### config.mk
export PLATFORM = sky130hd
export DESIGN_NAME = mem_fetch_exec_ctrl
export DESIGN_NICKNAME = d
export VERILOG_FILES = /design/src/rtl/mem_fetch_exec_ctrl.sv
export SDC_FILE = /design/constraint.sdc
export NUM_CORES = 1
export LEC_CHECK = 0
export CELL_PAD_IN_SITES_DETAIL_PLACEMENT = 0
export CELL_PAD_IN_SITES_GLOBAL_PLACEMENT = 1
export CORE_MARGIN = 4
export CORE_UTILIZATION = 34
export DETAILED_ROUTE_END_ITERATION = 8
export GPL_TIMING_DRIVEN = 0
export PLACE_DENSITY_LB_ADDON = 0.1
export SLEW_MARGIN = 20
export SYNTH_ARGS = -nofsm -noshare
export SYNTH_HDL_FRONTEND = slang
export SYNTH_SLANG_ARGS = --single-unit
### constraint.sdc
create_clock -name clk -period 1.5 [get_ports clk]
set_input_delay 0.225 -clock clk [delete_from_list [all_inputs] [get_ports clk]]
set_output_delay 0.225 -clock clk [all_outputs]
set_load 0.01 [all_outputs]
### src/rtl/mem_fetch_exec_ctrl.sv
// mem_fetch_exec_ctrl
//   Multi-cycle fetch/decode/execute sequencer for a 10-bit word memory.
//   Word format: [9:8] opcode, [7:0] operand.
//     00 HALT, 01 MOVR (R <= operand), 10 LDI (A <= mem[operand]),
//     11 LDA (A <= mem[mem[operand]]).
//   Each memory read holds mem_addr for READ_LAT cycles and samples
//   mem_data at the last edge. Any address >= MEM_DEPTH halts with err.
//
// Ports
//   clk, rst_n      clock (rising edge), async active-low reset
//   start           begin execution at START_ADDR (only in IDLE/HALT)
//   mem_data        read data from memory
//   mem_addr,mem_rw memory address / rw (rw is always 0 = read)
//   pc, ir, mbr     program counter, instruction reg, memory buffer reg
//   acc, r_reg      accumulator A and register R
//   busy, halted    status: running / in HALT
//   err             sticky illegal-address flag (cleared by start)
//   instr_done      one-cycle pulse when an instruction retires
module mem_fetch_exec_ctrl #(
   parameter int START_ADDR = 0,
   parameter int MEM_DEPTH  = 16,
   parameter int READ_LAT   = 1
) (
   input  logic       clk,
   input  logic       rst_n,
   input  logic       start,
   input  logic [9:0] mem_data,
   output logic [7:0] mem_addr,
   output logic       mem_rw,
   output logic [7:0] pc,
   output logic [9:0] ir,
   output logic [9:0] mbr,
   output logic [7:0] acc,
   output logic [7:0] r_reg,
   output logic       busy,
   output logic       halted,
   output logic       err,
   output logic       instr_done
);

   typedef enum logic [2:0] {
      S_IDLE, S_FETCH, S_DECODE, S_RD1, S_RD2, S_HALT
   } state_t;

   localparam int          CW     = (READ_LAT > 1) ? $clog2(READ_LAT) : 1;
   localparam logic [CW-1:0] LAST  = CW'(READ_LAT - 1);
   localparam logic [8:0]  DEPTH9 = (MEM_DEPTH > 256) ? 9'd256 : 9'(MEM_DEPTH);
   localparam logic [7:0]  START8 = 8'(START_ADDR);

   state_t        state;
   logic [CW-1:0] wait_cnt;
   logic          sample;

   function automatic logic legal(input logic [7:0] a);
      return ({1'b0, a} < DEPTH9);
   endfunction

   assign sample = (wait_cnt == LAST);
   assign mem_rw = 1'b0;
   assign busy   = (state != S_IDLE) && (state != S_HALT);
   assign halted = (state == S_HALT);

   always_ff @(posedge clk or negedge rst_n) begin
      if (!rst_n) begin
         state      <= S_IDLE;
         wait_cnt   <= '0;
         pc         <= START8;
         ir         <= '0;
         mbr        <= '0;
         acc        <= '0;
         r_reg      <= '0;
         mem_addr   <= '0;
         err        <= 1'b0;
         instr_done <= 1'b0;
      end else begin
         instr_done <= 1'b0;
         // Every state transition happens on a sample edge or from a
         // non-read state, so clearing here restarts the count on entry.
         wait_cnt   <= '0;
         case (state)
            S_IDLE, S_HALT: begin
               if (start) begin
                  pc    <= START8;
                  err   <= 1'b0;
                  state <= S_FETCH;
                  // Address is set on entry so the read window is exactly
                  // READ_LAT cycles; an illegal pc never reaches the bus.
                  if (legal(START8)) mem_addr <= START8;
               end
            end
            S_FETCH: begin
               if (!legal(pc)) begin
                  err   <= 1'b1;
                  state <= S_HALT;
               end else if (sample) begin
                  ir    <= mem_data;
                  pc    <= pc + 8'd1;
                  state <= S_DECODE;
               end else begin
                  wait_cnt <= wait_cnt + 1'b1;
               end
            end
            S_DECODE: begin
               case (ir[9:8])
                  2'b00: begin
                     instr_done <= 1'b1;
                     state      <= S_HALT;
                  end
                  2'b01: begin
                     r_reg      <= ir[7:0];
                     instr_done <= 1'b1;
                     state      <= S_FETCH;
                     if (legal(pc)) mem_addr <= pc;
                  end
                  default: begin
                     if (!legal(ir[7:0])) begin
                        err   <= 1'b1;
                        state <= S_HALT;
                     end else begin
                        mem_addr <= ir[7:0];
                        state    <= S_RD1;
                     end
                  end
               endcase
            end
            S_RD1: begin
               if (sample) begin
                  mbr <= mem_data;
                  if (!ir[8]) begin
                     // LDI: data word bits [9:8] are dropped
                     acc        <= mem_data[7:0];
                     instr_done <= 1'b1;
                     state      <= S_FETCH;
                     if (legal(pc)) mem_addr <= pc;
                  end else if (!legal(mem_data[7:0])) begin
                     // LDA with bad pointer: acc untouched, no second read
                     err   <= 1'b1;
                     state <= S_HALT;
                  end else begin
                     mem_addr <= mem_data[7:0];
                     state    <= S_RD2;
                  end
               end else begin
                  wait_cnt <= wait_cnt + 1'b1;
               end
            end
            S_RD2: begin
               if (sample) begin
                  mbr        <= mem_data;
                  acc        <= mem_data[7:0];
                  instr_done <= 1'b1;
                  state      <= S_FETCH;
                  if (legal(pc)) mem_addr <= pc;
               end else begin
                  wait_cnt <= wait_cnt + 1'b1;
               end
            end
            default: state <= S_IDLE;
         endcase
      end
   end

endmodule

# Word level (Yosys, flattened, before mapping)
# Index checks and enable logic that the tools add are counted.
# word_totals
ff_bits	58
inputBits	13
out_inout_bits	57
wordCells	99
# op_classes
n_addsub	2
n_lt_le_gt_ge	3
eq_ne	22
mux	42
bitwise	1
n_reduce_logical	19
# ops
op	count
two-way mux 8 bit	12
case mux 8 bit (2 select lines)	3
case mux 8 bit (4 select lines)	1
less-than comparator 8 x 5 -> 1 bit, second input constant	3
!= test 2 bit, second input constant	12
two-way mux 3 bit	7
case mux 3 bit (5 select lines)	1
two-way mux 1 bit	14
!= test 3 bit, second input constant	4
AND reduction 4 bit	3
adder 8 x 1 -> 8 bit, second input constant	1
AND reduction 8 bit	1
nonzero test 4 bit	2
AND reduction 7 bit	1
== test 3 x 2 -> 1 bit, second input constant	2
== test 3 bit, second input constant	2
case mux 3 bit (2 select lines)	1
OR reduction 2 bit	3
case mux 1 bit (4 select lines)	1
AND reduction 2 bit	2
nonzero test 2 bit	2
== test 3 x 1 -> 1 bit, second input constant	1
logical NOT 3 bit	1
case mux 1 bit (3 select lines)	1
other kinds (8)	8

# Longest topological paths before layout
# Gate-level depths: netlist of the first run.
# depth
word_depth	5
depth_mapped	6
mapped_depth_nobuf	4

# Worst setup path after synthesis of the first run
# OpenSTA, ideal clock, no wires.
# synth_path
path_kind	register to register
from	reg ir[7]
to	reg mem_addr[0]
setup_ns	0.121
t_arrival_ns	1.570
required_time_ns	1.379
slack_ns	-0.191
path_stages_with_launch	5
n_path_buf	0
period_less_slack_ns	1.691
cell_sequence	dfrtp_1 -> or4_1 -> o211ai_2 -> o2111ai_2 -> a22o_1
# synth_between
elab_chain_cells	3
# synth_lines
item	line	text
start, declared	31	output logic [9:0] ir,
start signal, assigned	96	ir <= mem_data;
less-than comparator 8 x 5 -> 1 bit	55	return ({1'b0, a} < DEPTH9);
!= test 3 bit (no line)	-	
AND reduction 7 bit (no line)	-	
end signal, assigned	113	if (legal(pc)) mem_addr <= pc;
end signal, assigned	120	mem_addr <= ir[7:0];
end signal, assigned	134	if (legal(pc)) mem_addr <= pc;
end, declared	28	output logic [7:0] mem_addr,
# Every way passes these cells.
# A chain may end at the register's enable or synchronous reset.

# Worst setup path after layout of the first run
# layout_path
from	reg ir[7]
to	reg mem_addr[1]
# The elaborated chain is that of the path after synthesis.

==> results of run 1 <==
==> cell usage after synthesis, drive strengths merged, types with 2 or more instances <==
library cell	count
a21boi	4
a21oi	8
a22o	4
a22oi	2
a32oi	5
and2	3
buf	10
dfrtp	57
inv	8
mux2	36
mux2i	4
nand2	6
nand2b	2
nand3	6
nor2	7
nor2b	2
nor3	3
nor3b	3
nor4	2
o211ai	3
o21a	2
o21ai	6
o22ai	2
o31ai	3
or4	5
==> critical path: stages, from the launching register on <==
cell and delay, ns:
dfrtp_1 0.38, or4_4 0.56, o211ai_4 0.25, o2111ai_4 0.18, a22o_1 0.26
==> final cells by class <==
cell class              count  area (um2)
plain buffers               9         114
repair buffers            111        1090
multi-input cells         137        1390
clock inverters             5        32.5
flip-flops and latches     57        1440
well taps                 102         128
clock buffers              10         138
fillers                   686        3330
inverters                   8        32.5
==> power by group through the flow <==
stage	registers [mW]	clock network (mW)	logic [mW]
final	2.66	1.25	5.43
after global routing	2.77	1.37	5.80
after CTS	2.66	1.29	4.90
after detailed placement	2.74	0	4.14
after global placement	2.74	0	4.14
after floorplan	2.90	0	2.09
==> worst min path at each step <==
stage	start	to	slack (ns)	depth (start not counted)
after floorplan	rst_n	acc[0]$_DFFE_PN0P_	-0.07	0
after global placement	acc[4]$_DFFE_PN0P_	acc[4]$_DFFE_PN0P_	0.49	1
after detailed placement	rst_n	mem_addr[6]$_DFFE_PN0P_	0.18	1
after CTS	start	err$_DFFE_PN0P_	0.26	3
after global routing	start	err$_DFFE_PN0P_	0.32	3
final	start	err$_DFFE_PN0P_	0.32	3
==> kinds of logic after synthesis <==
logic type	Yosys count	synth area share, %
AND/OR/NAND/NOR	46	11.6
XOR/XNOR	1	0.328
flip-flops	57	53.4
AO/OA/AOI/OAI	48	13.8
other	1	0.140
adder cells (fa/ha/maj)	1	0.468
buffers and inverters	19	3.61
multiplexers	40	16.7
==> layer usage <==
metal / global-route usage, % / vias to the layer above
met1: 21.9 / 1132
li1: - / 1032
met2: 28.5 / 67
met4: 4.00 / 0
met5: 0 / -
met3: 5.12 / 5
==> per-stage QoR <==
| step | power, mW | area, um2 | setup TNS (ns) |
|---|---|---|---|
| after global placement | 6.88 | 3550 | -120.12 |
| after floorplan | 4.98 | 2750 | -2.02 |
| after CTS | 8.85 | 4140 | -4.26 |
| final | 9.35 | 4360 | -6.38 |
| after detailed placement | 6.88 | 3570 | -18.12 |
| after global routing | 9.93 | 4360 | -8.81 |
==> repair_timing <==
item                                   in CTS  in global routing
cloned                                      0                  1
resized for setup                          70                 37
setup buffers                              33                 10
endpoints found under the hold margin      27                  0
hold buffers                                1                  0
setup endpoints to repair                  79                 67
pin swaps                                  20                 10
==> flow_summary.ini, run 1 <==
[synth]
syn_avg_cell_area_um2 = 12.5
synth_seq_cells = 57
synth_top_area_cell = dfrtp_1
yosysUniqueCellTypes = 57
synth_area_leaders = dfrtp_1 53%, mux2_2 15%, a32oi_1 1.6%
ys_warn_count = 0
synthFlopType = dfrtp_1
synth_area_um2 = 2670
yosys.area.top_type_share_pct = 53.4
synth_edf_count = 0
synthArstFlopShare_pct = 100
ys_seq_area_share_pct = 53.4
synth_cells = 213
synth_fp_nets = 227

[timing]
skew_ns = 0.00593
setup_viol = 53
fmax_mhz = 577
setup_slack_ns = -0.233
final_max_slew_viol_count = 0
rsz0062_at_grt = yes
min_period_ns = 1.73
hold_slack_ns = 0.317
finalHoldViolCount = 0
post-route-period-util_pct = 116

[critical_path]
critPathMaxFanout = 4
required_ns = 1.73
critPathKind = flop to flop
worstRegToRegCells = 4
critPathCaptureType = flop
startpoint = ir[7]$_DFFE_PN0P_
crit_end = mem_addr[1]$_DFFE_PN0P_
r2r_slack_ns = -0.23
arrival_ns = 1.96
r2r_end = mem_addr[1]$_DFFE_PN0P_
start_kind = flop
r2r-start = ir[7]$_DFFE_PN0P_

[pwr]
p_leak_nw = 2.03
p_clk_share_pct = 13.4
sw_frac_of_total_pct = 36.9
pwr-share-comb_pct = 58.1
internal_power_mw = 5.90
p_seq_share_pct = 28.5
p_sw_mw = 3.45
ir_worst_vdd_mv = 0.927
power.density_nw_per_um2 = 2150

[detailed_routing]
routed_wl_um = 7880
ant_nets = 0
first_iter_violations = 65
met2_length_um = 3990
highest-signal-layer = met4
via_per_inst = 5.09
remaining_drc_errors = 0
wl_per_cell_um = 17.9
drt-met1-wl_um = 3380
vias = 2236
first_pass_iters = 4
met3_length_um = 434

[place]
placedCellCount = 383
io_buffer_count = 67
dp.final_hpwl_um = 4980
dp_worst_setup_slack_ns = -0.684
gp_congestion = 0.789

[cells_and_area]
instances_no_fill = 439
layout_common_cells = 50 x dfrtp_1, 31 x buf_4, 30 x clkdlybuf4s50_1
fin_nets = 347
diodes = 0
top_regs = ir x10, mbr x10
post-route-util_pct = 56.7
area_growth_pct = 63.1
layout-drive-gt1-share_pct = 44.5
layout_commonest_cell = dfrtp_1

[status]
status = finished with violations
violations = negative setup slack

[die]
start_util_pct = 34.7
coreArea_um2 = 7690
design.die.area_um2 = 9340
die_h_um = 96.6
fp.dieW_um = 96.6
ios = 70
rows = 32

[cts]
root_buffer = clkbuf_8
cts.path.max_buffers = 2
cts_sinks = 57
clk_pin_slew_ns = 0.07
cts_tree = done
numCtsBuffers = 9
clock_latency_ns = 0.33
htreeDepth = 3

[worst_hold_path]
hp-class = input port to flop

[grt]
grt_pass1_vias = 2376
grt_use_total_pct = 17.1
antenna_found_initial = 0
grt_max_degree = 31
grt-ovfl-total = 0
grt_pass1_wl_um = 12700

[run]
maxCapViolCount = 0
Power figures use the tool's default switching activity.
==> run 2: changes to the inputs <==
--- a/config.mk
+++ b/config.mk
@@ -8,8 +8,9 @@
 export CELL_PAD_IN_SITES_DETAIL_PLACEMENT = 0
 export CELL_PAD_IN_SITES_GLOBAL_PLACEMENT = 1
 export CORE_MARGIN = 4
-export CORE_UTILIZATION = 34
+export CORE_UTILIZATION = 44
 export DETAILED_ROUTE_END_ITERATION = 8
+export DONT_BUFFER_PORTS = 1
 export GPL_TIMING_DRIVEN = 0
 export PLACE_DENSITY_LB_ADDON = 0.1
 export SLEW_MARGIN = 20
==> run 2 against run 1 <==
  * The flow finishes with violations (negative hold slack, negative setup slack)
  * Register-to-register slack got worse by 0.09 ns
  * First-iteration DRC count grew 20%
  * Sequential cell count unchanged
  * Utilization rose by 4.1 points
  * Maximum frequency shrank 4.9%
  * Setup slack worse by 0.089 ns
  * Final cell count fell by 25%
  * Via count shrank 12%
  * Sequential power up 20%
  * Clock power up 13%
  * Sequential share of layout area is 7.0 points higher
  * Total power down 9.7%
  * Largest power group unchanged
==> flow_summary.ini, run 2 (synthesis results as in run 1) <==
[status]
status = finished with violations
violations = negative hold slack, negative setup slack

[timing]
setup_viol = 53
hold_slack_ns = -0.415
post-route-period-util_pct = 121
fin_setup_tns_ns = -7.44
min_period_ns = 1.82
rsz0062_at_grt = yes
slew_headroom_pct = 61.8
fmax_mhz = 549
setup_slack_ns = -0.321
finalHoldViolCount = 57
final_max_slew_viol_count = 0
worst_pin_slew_ns = 0.567
skew_ns = 0.00631

[grt]
grt_use_total_pct = 21.6
grt_pass1_vias = 2154
grt_max_degree = 58
grt-ovfl-total = 0
antenna_found_initial = 0
grt_pass1_wl_um = 12000

[detailed_routing]
first_pass_iters = 4
routed_wl_um = 7460
vias = 1962
met2_length_um = 3760
ant_nets = 0
highest-signal-layer = met4
wl_per_cell_um = 22.5
via_per_inst = 5.93
first_iter_violations = 78
met3_length_um = 564
drt-met1-wl_um = 2980
remaining_drc_errors = 0

[cells_and_area]
area_growth_pct = 34.7
diodes = 0
fin_area_um2 = 3600
post-route-util_pct = 60.8
layout-drive-gt1-share_pct = 52.3
top_regs = ir x10, mbr x10
layout_common_cells = 48 x dfrtp_1, 19 x mux2_2, 17 x mux2_4
fin_nets = 266
layout_commonest_cell = dfrtp_1

[critical_path]
critPathCaptureType = flop
critPathKind = flop to flop
start_kind = flop
crit_end = mem_addr[0]$_DFFE_PN0P_
worstRegToRegCells = 4
required_ns = 1.71
startpoint = ir[6]$_DFFE_PN0P_
crit_path_cell_trace = or4_4 > o211ai_4 > o2111ai_4 > a22o_1
r2r-start = ir[6]$_DFFE_PN0P_
r2r_slack_ns = -0.32
slowest_delay_ns = 0.57
cpMaxStageDelayCell = or4_4
critPathMaxFanout = 5
r2r_end = mem_addr[0]$_DFFE_PN0P_
arrival_ns = 2.03

[cts]
numCtsBuffers = 9
cts_sinks = 57
clk_pin_slew_ns = 0.07
htreeDepth = 3
cts_tree = done
root_buffer = clkbuf_8
cts.path.max_buffers = 2
clock_latency_ns = 0.33

[place]
dp.final_hpwl_um = 4810
dp_worst_setup_slack_ns = -0.466
gp_congestion = 0.763
io_buffer_count = 0
place_area_um2 = 2850

[die]
fp.dieW_um = 85.9
ios = 70
rows = 28
start_util_pct = 45.1
die_h_um = 85.9
design.die.area_um2 = 7380
coreArea_um2 = 5920

[worst_hold_path]
hp-class = input port to async pin

[pwr]
ir_worst_vdd_mv = 1.27
power.density_nw_per_um2 = 2350
p_leak_nw = 1.57

[run]
maxCapViolCount = 0
run 2: changes by cell type in the layout (fill, tap and decap cells not counted), sizes merged, moves of 3 or more:
cell           before  now
clkdlybuf4s50      30    0
dlygate4sd2        24    0
buf                54   39
dlymetal6s2s       10    0
clkinvlp            3    0
run 2: what timing repair did:
item,in CTS,in global routing
endpoints found under the hold margin,57,57
gates cloned,3,0
buffers inserted,23,6
pin swaps,17,11
endpoints found under the setup margin,57,57
gates resized for setup,68,13
run 2: worst min path at each step:
stage | cells past startpoint | slack [ns] | endpoint
6_report | 0 | -0.42 | err$_DFFE_PN0P_
5_1_grt | 0 | -0.45 | pc[6]$_DFFE_PN0P_
4_1_cts | 0 | -0.44 | err$_DFFE_PN0P_
3_5_place_dp | 0 | -0.07 | err$_DFFE_PN0P_
3_3_place_gp | 0 | -0.07 | pc[7]$_DFFE_PN0P_
2_1_floorplan | 0 | -0.07 | acc[0]$_DFFE_PN0P_
run 2: critical path: cells and delay by family, from the launching register on:
kind	cells	cell delay, ns
flip-flops	1	0.46
AO/OA/AOI/OAI	3	0.68
AND/OR/NAND/NOR	1	0.57
run 2: power breakdown:
part	leakage [nW]	switching [mW]	internal, mW
Combinational	0.775	1.71	2.15
Clock	0.102	0.566	0.843
Sequential	0.697	0.980	2.19
run 2: stage by stage:
stage	power [mW]	cells
global route	8.92	331
CTS	8.29	328
global placement	5.58	288
finish	8.44	331
detailed placement	5.70	288
floorplan	4.98	213
run 2: layout make-up:
| cell class | count | area [um2] |
|---|---|---|
| multi-input combinational | 137 | 1410 |
| fill | 483 | 2320 |
| timing repair buffer | 30 | 315 |
| buffer | 9 | 109 |
| clock inverter | 3 | 40.0 |
| tap | 75 | 93.8 |
| inverter | 8 | 32.5 |
| clock buffer | 12 | 155 |
| sequential | 57 | 1440 |
run 2: per-layer routing:
| layer | up-vias | track usage [%] |
|---|---|---|
| met3 | 15 | 9.70 |
| met5 | - | 0 |
| met2 | 62 | 34.9 |
| li1 | 880 | - |
| met1 | 1005 | 25.1 |
| met4 | 0 | 8.35 |
==> run 3: changes to the inputs <==
--- a/config.mk
+++ b/config.mk
@@ -5,6 +5,7 @@
 export SDC_FILE = /design/constraint.sdc
 export NUM_CORES = 1
 export LEC_CHECK = 0
+export CAP_MARGIN = 0
 export CELL_PAD_IN_SITES_DETAIL_PLACEMENT = 0
 export CELL_PAD_IN_SITES_GLOBAL_PLACEMENT = 1
 export CORE_MARGIN = 4
==> results of run 3 <==
Final layout, timing and power as in run 2 (identical DEF).
